<file path="src/rtl/pca_fit_pkg.sv">
// Shared types and address arithmetic for the PCA track fitter and its coefficient loader.
// Latency: none (declarations and constant functions only).
// Backpressure: not applicable.
package pca_fit_pkg;

   typedef enum logic [1:0] {
      AX_X = 2'd0,
      AX_Y = 2'd1,
      AX_Z = 2'd2
   } axis_e;

   localparam int N_LAYERS_DEF = 6;

   // Accumulator width large enough that 3*N_LAYERS products plus the offset never overflow.
   function automatic int acc_width(input int coord_w, input int coef_w, input int n_layers);
      return coord_w + coef_w + $clog2(3 * n_layers + 1) + 1;
   endfunction

   function automatic int addr_width(input int n_params, input int n_layers);
      return $clog2(n_params * (3 * n_layers + 1));
   endfunction

   // Each parameter owns a block of 3*N_LAYERS coefficients followed by its offset.
   function automatic int coef_addr(input int k, input int l, input axis_e ax,
                                    input int n_layers = N_LAYERS_DEF);
      return k * (3 * n_layers + 1) + 3 * l + int'(ax);
   endfunction

   function automatic int offset_addr(input int k, input int n_layers = N_LAYERS_DEF);
      return k * (3 * n_layers + 1) + 3 * n_layers;
   endfunction

endpackage

</file>
<file path="src/rtl/pca_coef_bank.sv">
// Writable coefficient/offset bank with range-checked writes and per-layer parallel fan-out.
// Latency: write lands at the strobe edge; read data one cycle after the strobe; fan-out combinational.
// Backpressure: none; writes while the fitter is busy or out of range are dropped and flagged sticky.
module pca_coef_bank
   import pca_fit_pkg::*;
#(
   parameter  int N_LAYERS = 6,
   parameter  int N_PARAMS = 2,
   parameter  int COEF_W   = 8,
   localparam int ADDR_W   = addr_width(N_PARAMS, N_LAYERS),
   localparam int LAYER_W  = (N_LAYERS > 1) ? $clog2(N_LAYERS) : 1
) (
   input  logic               clk,
   input  logic               reset,
   input  logic               mem_en,
   input  logic               mem_rd_wr,
   input  logic [ADDR_W-1:0]  mem_add,
   input  logic [COEF_W-1:0]  mem_data,
   input  logic               busy,
   input  logic [LAYER_W-1:0] layer,
   output logic [COEF_W-1:0]  mem_rdata,
   output logic               mem_rvalid,
   output logic               cfg_err,
   output logic [COEF_W-1:0]  coef [N_PARAMS][3],
   output logic [COEF_W-1:0]  offset [N_PARAMS]
);

   localparam int N_ENT = N_PARAMS * (3 * N_LAYERS + 1);

   logic [COEF_W-1:0] bank [N_ENT];
   logic              in_range;

   assign in_range = (int'(mem_add) < N_ENT);

   // Config port: gated writes, registered reads, sticky error on any rejected write.
   always_ff @(posedge clk or negedge reset) begin
      if (!reset) begin
         for (int i = 0; i < N_ENT; i++) bank[i] <= '0;
         mem_rdata  <= '0;
         mem_rvalid <= 1'b0;
         cfg_err    <= 1'b0;
      end else begin
         mem_rvalid <= mem_en & ~mem_rd_wr;
         if (mem_en & ~mem_rd_wr)
            mem_rdata <= in_range ? bank[mem_add] : '0;
         if (mem_en & mem_rd_wr) begin
            if (in_range & ~busy) bank[mem_add] <= mem_data;
            else                  cfg_err       <= 1'b1;
         end
      end
   end

   // Present the x/y/z coefficients of the current layer and every offset to all parameter MACs.
   always_comb begin
      for (int k = 0; k < N_PARAMS; k++) begin
         coef[k][0] = bank[ADDR_W'(coef_addr(k, int'(layer), AX_X, N_LAYERS))];
         coef[k][1] = bank[ADDR_W'(coef_addr(k, int'(layer), AX_Y, N_LAYERS))];
         coef[k][2] = bank[ADDR_W'(coef_addr(k, int'(layer), AX_Z, N_LAYERS))];
         offset[k]  = bank[ADDR_W'(offset_addr(k, N_LAYERS))];
      end
   end

endmodule

</file>
<file path="src/rtl/pca_track_fitter.sv">
// PCA linear track fitter: accumulates N_LAYERS hits and emits N_PARAMS saturated parameters serially.
// Latency: last hit in cycle T -> parameter k valid in cycle T+3+k.
// Backpressure: none; hits accepted every cycle, drain always finishes before the next track's results.
module pca_track_fitter
   import pca_fit_pkg::*;
#(
   parameter  int N_LAYERS = 6,
   parameter  int N_PARAMS = 2,
   parameter  int COORD_W  = 8,
   parameter  int COEF_W   = 8,
   parameter  int OUT_W    = 16,
   parameter  int SHIFT    = 0,
   localparam int ADDR_W   = addr_width(N_PARAMS, N_LAYERS),
   localparam int IDX_W    = (N_PARAMS > 1) ? $clog2(N_PARAMS) : 1
) (
   input  logic                      clk,
   input  logic                      reset,
   input  logic                      dv_in,
   input  logic signed [COORD_W-1:0] data_in_x,
   input  logic signed [COORD_W-1:0] data_in_y,
   input  logic signed [COORD_W-1:0] data_in_z,
   input  logic                      mem_en,
   input  logic                      mem_rd_wr,
   input  logic [ADDR_W-1:0]         mem_add,
   input  logic [COEF_W-1:0]         mem_data,
   output logic [COEF_W-1:0]         mem_rdata,
   output logic                      mem_rvalid,
   output logic                      dv_out,
   output logic signed [OUT_W-1:0]   data_out,
   output logic [IDX_W-1:0]          param_idx,
   output logic                      busy,
   output logic                      cfg_err
);

   localparam int ACC_W   = acc_width(COORD_W, COEF_W, N_LAYERS);
   localparam int LAYER_W = (N_LAYERS > 1) ? $clog2(N_LAYERS) : 1;
   // Saturation bounds as ACC_W-wide patterns 0..01..1 and 1..10..0 (ACC_W always exceeds OUT_W here).
   localparam logic signed [ACC_W-1:0] SAT_HI = {{(ACC_W-OUT_W+1){1'b0}}, {(OUT_W-1){1'b1}}};
   localparam logic signed [ACC_W-1:0] SAT_LO = ~SAT_HI;

   logic [LAYER_W-1:0]      layer_cnt;
   logic                    first_hit, last_hit;
   logic [COEF_W-1:0]       coef [N_PARAMS][3];
   logic [COEF_W-1:0]       offset [N_PARAMS];
   logic signed [ACC_W-1:0] term [N_PARAMS];
   logic signed [ACC_W-1:0] s1_term [N_PARAMS];
   logic                    s1_vld, s1_first, s1_last;
   logic signed [ACC_W-1:0] acc [N_PARAMS];
   logic                    s2_vld, s2_last;
   logic signed [ACC_W-1:0] obuf [N_PARAMS];
   logic                    drain_act;
   logic [IDX_W-1:0]        drain_idx;

   function automatic logic signed [OUT_W-1:0] sat(input logic signed [ACC_W-1:0] a);
      logic signed [ACC_W-1:0] s;
      s = a >>> SHIFT;
      if (s > SAT_HI) return SAT_HI[OUT_W-1:0];
      if (s < SAT_LO) return SAT_LO[OUT_W-1:0];
      return s[OUT_W-1:0];
   endfunction

   assign first_hit = (layer_cnt == '0);
   assign last_hit  = (layer_cnt == LAYER_W'(N_LAYERS - 1));
   assign busy      = (layer_cnt != '0) | s1_vld | s2_vld | drain_act | dv_out;

   pca_coef_bank #(
      .N_LAYERS (N_LAYERS),
      .N_PARAMS (N_PARAMS),
      .COEF_W   (COEF_W)
   ) u_bank (
      .clk        (clk),
      .reset      (reset),
      .mem_en     (mem_en),
      .mem_rd_wr  (mem_rd_wr),
      .mem_add    (mem_add),
      .mem_data   (mem_data),
      .busy       (busy),
      .layer      (layer_cnt),
      .mem_rdata  (mem_rdata),
      .mem_rvalid (mem_rvalid),
      .cfg_err    (cfg_err),
      .coef       (coef),
      .offset     (offset)
   );

   // Weighted sum of the incoming hit per parameter, with the offset folded in on a track's first hit.
   always_comb begin
      for (int k = 0; k < N_PARAMS; k++) begin
         term[k] = ACC_W'(data_in_x) * ACC_W'($signed(coef[k][0]))
                 + ACC_W'(data_in_y) * ACC_W'($signed(coef[k][1]))
                 + ACC_W'(data_in_z) * ACC_W'($signed(coef[k][2]));
         if (first_hit) term[k] = term[k] + ACC_W'($signed(offset[k]));
      end
   end

   // S1: register the hit's contribution (using coefficients as they are at sampling) and advance the layer.
   always_ff @(posedge clk or negedge reset) begin
      if (!reset) begin
         layer_cnt <= '0;
         s1_vld    <= 1'b0;
         s1_first  <= 1'b0;
         s1_last   <= 1'b0;
         for (int k = 0; k < N_PARAMS; k++) s1_term[k] <= '0;
      end else begin
         s1_vld <= dv_in;
         if (dv_in) begin
            s1_first  <= first_hit;
            s1_last   <= last_hit;
            layer_cnt <= last_hit ? '0 : layer_cnt + 1'b1;
            for (int k = 0; k < N_PARAMS; k++) s1_term[k] <= term[k];
         end
      end
   end

   // S2: accumulate; a track's first hit overwrites so no clear cycle is needed between tracks.
   always_ff @(posedge clk or negedge reset) begin
      if (!reset) begin
         s2_vld  <= 1'b0;
         s2_last <= 1'b0;
         for (int k = 0; k < N_PARAMS; k++) acc[k] <= '0;
      end else begin
         s2_vld  <= s1_vld;
         s2_last <= s1_vld & s1_last;
         if (s1_vld)
            for (int k = 0; k < N_PARAMS; k++) acc[k] <= s1_first ? s1_term[k] : acc[k] + s1_term[k];
      end
   end

   // Output: snapshot finished sums, drive parameter 0 immediately, then walk the rest one per cycle.
   always_ff @(posedge clk or negedge reset) begin
      if (!reset) begin
         drain_act <= 1'b0;
         drain_idx <= '0;
         dv_out    <= 1'b0;
         data_out  <= '0;
         param_idx <= '0;
         for (int k = 0; k < N_PARAMS; k++) obuf[k] <= '0;
      end else begin
         dv_out <= 1'b0;
         if (s2_last) begin
            for (int k = 0; k < N_PARAMS; k++) obuf[k] <= acc[k];
            data_out  <= sat(acc[0]);
            param_idx <= '0;
            dv_out    <= 1'b1;
            drain_act <= (N_PARAMS > 1);
            drain_idx <= IDX_W'(1);
         end else if (drain_act) begin
            data_out  <= sat(obuf[drain_idx]);
            param_idx <= drain_idx;
            dv_out    <= 1'b1;
            if (drain_idx == IDX_W'(N_PARAMS - 1)) drain_act <= 1'b0;
            else                                   drain_idx <= drain_idx + 1'b1;
         end
      end
   end

endmodule

</file>
<file path="config.mk">
export PLATFORM = sky130hd
export DESIGN_NAME = pca_track_fitter
export DESIGN_NICKNAME = d
export VERILOG_FILES = /design/src/rtl/pca_fit_pkg.sv /design/src/rtl/pca_coef_bank.sv /design/src/rtl/pca_track_fitter.sv
export SDC_FILE = /design/constraint.sdc
export NUM_CORES = 2
export LEC_CHECK = 0
export ABC_AREA = 0
export CORE_ASPECT_RATIO = 1.5
export CORE_MARGIN = 2
export CORE_UTILIZATION = 45
export CTS_CLUSTER_SIZE = 14
export DETAILED_ROUTE_END_ITERATION = 7
export GPL_ROUTABILITY_DRIVEN = 0
export PLACE_DENSITY_LB_ADDON = 0.1
export SLEW_MARGIN = 5
export SYNTH_ARGS = -nofsm -noshare
export SYNTH_HDL_FRONTEND = slang
export SYNTH_HIERARCHICAL = 1
export SYNTH_SLANG_ARGS = --single-unit
</file>
<file path="constraint.sdc">
create_clock -name clk -period 12.6 [get_ports clk]
set_input_delay 2.52 -clock clk [delete_from_list [all_inputs] [get_ports clk]]
set_output_delay 2.52 -clock clk [all_outputs]
set_load 0.01 [all_outputs]
</file>
# Yosys cells after proc, flatten, opt, wreduce, memory -nomap -nowiden
# Index checks and enable logic that the tools add are counted.
# W data, S select, Z words.
# classes
n_addsub,14
n_mul,7
order_cmp,14
eq_ne,1
n_mux,65
n_bitwise,19
n_reduce_logical,6
# ops
cell,count
$bmux W8 S6,7
$bwmux W304,1
$mux W16,10
$mux W22,7
$mux W8,16
$mul A8 B8 Y16,6
$demux W8 S6,1
$add A22 B22 Y22,2
$gt A22 B16 Y1 const B,2
$lt A22 B16 Y1 const B,2
$ge A6 B7 Y1 const B,6
$add A17 B16 Y18,2
$not A6 Y6,6
$add A16 B16 Y17,2
$mux W1,22
$add A18 B8 Y19,1
$add A6 B2 Y6 const B,2
$add A6 B3 Y6 const B,2
$ge A7 B7 Y1 const B,1
$lt A7 B1 Y1 const B,1
$not A6 Y7,1
$add A6 B6 Y6 const A,1
$lt A6 B6 Y1 const B,1
$mul A2 B3 Y5 const A,1
14 further kinds,23
# totals
regBits,474
input_bits,43
out_inout_bits,29

# Logic depth before layout (Yosys ltp)
# logic_depth
word_depth,15
mapped_depth,48
ltp_nobuf,42

# Cells and area by module
# Netlist, hierarchy kept.
# modules_own_cells
mod,instances,cells_per_inst,area_each_um2
pca_track_fitter,1,2831,26385.3
pca_coef_bank,1,2100,25863.6

# Worst setup path after synthesis
# No wires, ideal clock.
# synth_path
path_type,reg-to-reg
start,reg layer_cnt[2]
end,reg s1_term[39] (netlist bit)
setup_time_ns,0.138
arrival_time_ns,11.144
path_slack_ns,1.318
path_stages_with_launch,43
path_buffers,7
period_less_slack_ns,11.282
path_cell_list,dfrtp_1 -> buf_6 -> buf_2 -> buf_2 -> inv_1 -> fa_1 -> inv_1 -> clkbuf_1 -> ha_1 -> buf_2 -> buf_2 -> buf_1 -> mux4_2 -> mux4_2 -> mux2i_1 -> o22ai_1 -> and2_1 -> fa_1 -> [7 not listed] -> inv_1 -> fa_1 -> inv_1 -> ha_1 -> or3_1 -> a311oi_1 -> nor2_1 -> and2_1 -> o21ai_0 -> a211oi_1 -> ha_1 -> and4_1 -> o21ai_0 -> o21ai_0 -> o41ai_1 -> o21ai_0 -> xnor2_1 -> o221ai_1
# synth_rtl
item,line,text
"start, declared",pca_track_fitter.sv:41,logic [LAYER_W-1:0] layer_cnt;
"start signal, assigned",pca_track_fitter.sv:109,layer_cnt <= last_hit ? '0 : layer_cnt + 1'b1;
"end, declared",pca_track_fitter.sv:46,logic signed [ACC_W-1:0] s1_term [N_PARAMS];

==> impl_metrics.ini <==
[floorplan]
fp.dieW_um = 282
start_util_pct = 45.2
die-area_um2 = 119000
die-height_um = 421
row_count = 153
pin_count = 72
coreArea_um2 = 116000

[yosys]
synthAdderAreaFrac_pct = 23.8
ys_seq_elements = 468
yosys.area.top_type = dfrtp_1
syn_area_um2 = 52200
yosysSeqAreaShare_pct = 22.4
synth-xor-area-share_pct = 2.22
yosysTopAreaCellShare_pct = 22.4
yosysUniqueCellTypes = 92
postSynthCellCount = 4931
async_reset_ff_share_pct = 100
synth_edf_count = 0
synth_top_family_by_area = multiplexers
yosys.area_share.simple_pct = 9.82
ys.flop_type = dfrtp_1
ys_warn_count = 6
syn_avg_cell_area_um2 = 10.6
synth_compound_area_share_pct = 9.87
muxShareOfSynthArea_pct = 25.4
synthTopCellsByArea = dfrtp_1 22%, fa_1 18%, mux4_2 14%

[drt]
drt_wl_total_um = 194000
via_count = 40400
drtPass1Iterations = 8
drc = 0
wl_per_cell_um = 29.9
ant_nets = 0
vias_per_cell = 6.21
drt_iter0_drc = 3563

[clocking]
clock_latency_ns = 0.68
cts_tree = yes
cts_max_level = 2
clock-sinks = 468
clk_pin_slew_ns = 0.06
post-cts-setup-buffers = 0
hold_buffers = 0
numCtsBuffers = 53
ctsResizeCount = 0
root_buffer = clkbuf_16
clockBufferDepth = 3

[setup_path]
critPathMaxFanout = 132
crit_type = flop to flop
timing.rr.start = layer_cnt[1]$_DFFE_PN0P_
reg2reg_depth = 36
rrSetupSlack_ns = 0.92
cp-end-kind = flop
critical_path_arrival_ns = 12.20
crit_path_top_delay_cell = o21ai_0
r2r-end = s1_term[39]$_DFFE_PN0P_
crit_path_max_incr_delay_ns = 0.88
cp_data_required_time_ns = 13.12
path_common_cell = fa_1
worstSetupStartpointType = flop

[timing]
setup_viol = 0
slew_viol_final = 0
worst_clock_skew_ns = 0.0190
min_period_ns = 11.68
rsz0062_at_grt = no
max_freq_ghz = 0.0856
hold_viol = 0
maxSlewHeadroom_pct = 10.8
finalSetupTns_ns = 0
fin_crit_sh_pct = 92.7
worst-slew-pin-transition_ns = 1.33

[run]
max-cap-violations = 0

[worst_hold_path]
hold_end = u_bank/mem_rdata[3]$_DFFE_PN0P_
hold_start = u_bank/mem_rdata[3]$_DFFE_PN0P_
hold_class = flop to flop
hold_depth = 1

[placement]
portBuffers = 71
dp_hpwl_um = 150000

[layout]
area_delta_synth_final_pct = 8.61
multi_input_area_um2 = 37300
regArea_um2 = 11700
nNetsFinal = 5648
drive_gt1_share_pct = 20.3
fillers = 10800

[global_routing]
gr-usage-met2_pct = 56.7
grt_pass1_wl_um = 284000
use_met1_pct = 34.4
grt_pass1_vias = 41600
met3_usage_pct = 6.32
grt_max_degree = 147
overflow = 0
grt-busiest-layer = met2
grt_usage_pct = 33.1
grt_antenna_before_repair = 15

[outcome]
status = complete, no violations
==> worst max-delay path by stage <==
stage               slack (ns)                startpoint                      end
finish                    0.92  layer_cnt[1]$_DFFE_PN0P_  s1_term[39]$_DFFE_PN0P_
global route              0.30  layer_cnt[1]$_DFFE_PN0P_  s1_term[39]$_DFFE_PN0P_
CTS                       0.75  layer_cnt[1]$_DFFE_PN0P_  s1_term[39]$_DFFE_PN0P_
detailed placement        0.80  layer_cnt[1]$_DFFE_PN0P_  s1_term[39]$_DFFE_PN0P_
global placement          1.01  layer_cnt[1]$_DFFE_PN0P_  s1_term[39]$_DFFE_PN0P_
floorplan                 1.32  layer_cnt[2]$_DFFE_PN0P_  s1_term[39]$_DFFE_PN0P_
==> metal layers <==
metal | part of all wire [%] | vias to the layer above
li1 | - | 17200
met1 | 32 | 20600
met2 | 50 | 1795
met3 | 6.5 | 707
met4 | 11 | 12
met5 | 0.044 | -
==> layout make-up <==
class	count	share of cell area (%)
multi-input cells	3612	65.7
flip-flops and latches	468	20.7
inverters	583	3.86
well taps	1550	3.42
repair buffers	179	2.82
clock buffers	65	2.58
clock inverters	32	0.926
diodes	8	0.0353
==> synth_stat cells, drive strengths merged, types with 7 or more instances <==
master,number
mux2,423
nand3,47
o22ai,30
inv,581
o21ai,177
or3,9
nor3,30
xor2,39
and2,204
o211ai,30
xnor2,80
a22oi,27
a21oi,229
and3,9
o31ai,8
mux4,328
a221oi,48
a211oi,47
nor2b,30
o2bb2ai,9
o311ai,14
mux2i,109
clkbuf,156
nand2b,43
nand2,418
nor2,297
buf,119
o21bai,12
o21a,19
a211o,7
ha,235
a31oi,40
a21o,37
nand4,11
fa,473
dfrtp,468
==> worst max-delay path, delay by kind of cell (launching register included) <==
family          cells  cell delay (ns)
compound gates     12             3.28
xor+xnor            1             0.17
fa+ha+maj          10             4.59
buf+inv             7             1.22
flops               1             0.52
mux                 1             0.43
simple gates        5             1.10
==> metrics by stage <==
step | util, % | setup slack (ns) | instances | area, um^2 | hold WS, ns
floorplan | - | 1.32 | 4938 | 52300 | 0.396
global placement | 47.3 | 1.01 | 6392 | 54700 | 0.466
detailed placement | 47.3 | 0.799 | 6392 | 54700 | 0.461
CTS | 49.1 | 0.752 | 6489 | 56700 | 0.485
global route | 49.1 | 0.296 | 6489 | 56700 | 0.507
finish | 49.1 | 0.918 | 6497 | 56700 | 0.482
==> cell usage in the layout (no fill, tap or decap), types with 8 or more instances in the layout <==
cell type	netlist	layout
o2bb2ai_1	9	9
nand2_1	417	417
mux2i_1	109	109
o211ai_1	30	30
xor2_1	37	37
a21oi_1	228	228
ha_1	235	232
a22oi_1	27	27
mux4_2	325	325
and2_1	203	203
nor3_1	30	27
dfrtp_1	468	463
clkdlybuf4s50_1	0	66
fa_1	473	473
or3_1	9	8
a31oi_1	40	40
o21ai_0	175	175
diode_2	0	8
nand3_1	47	47
o21a_1	19	19
o21bai_1	12	12
nand4_1	11	11
a211oi_1	47	46
inv_1	581	581
nand2b_1	42	42
a21o_1	37	37
o311ai_1	7	10
xnor2_1	75	70
clkinv_2	0	8
and3_1	9	9
a221oi_1	47	47
conb_1	1	8
o22ai_1	30	30
buf_4	20	103
bufinv_16	0	12
mux2_2	423	423
clkbuf_16	0	53
nor2b_1	30	28
nor2_1	297	296
clkbuf_8	0	9
==> state kept, by name, summed over array words and instances (netlist names), 3 cells and up <==
register and flops:
s1_term 38, obuf 44, layer_cnt 3, data_out 16
u_bank/mem_rdata 8, u_bank/bank 296, acc 44, u_bank/offset 8
==> cell families (layout without fill, tap and decap cells) <==
group           Yosys count  in the layout
mux                     860            860
compound gates          798            798
fa+ha+maj               710            710
xor+xnor                120            120
buf+inv                 858            859
other cells               1             16
flops                   468            468
simple gates           1116           1116
Power is left out: the tool's default activity adds up to more than one toggle a clock period on the data nets, which glitch-free logic cannot reach.
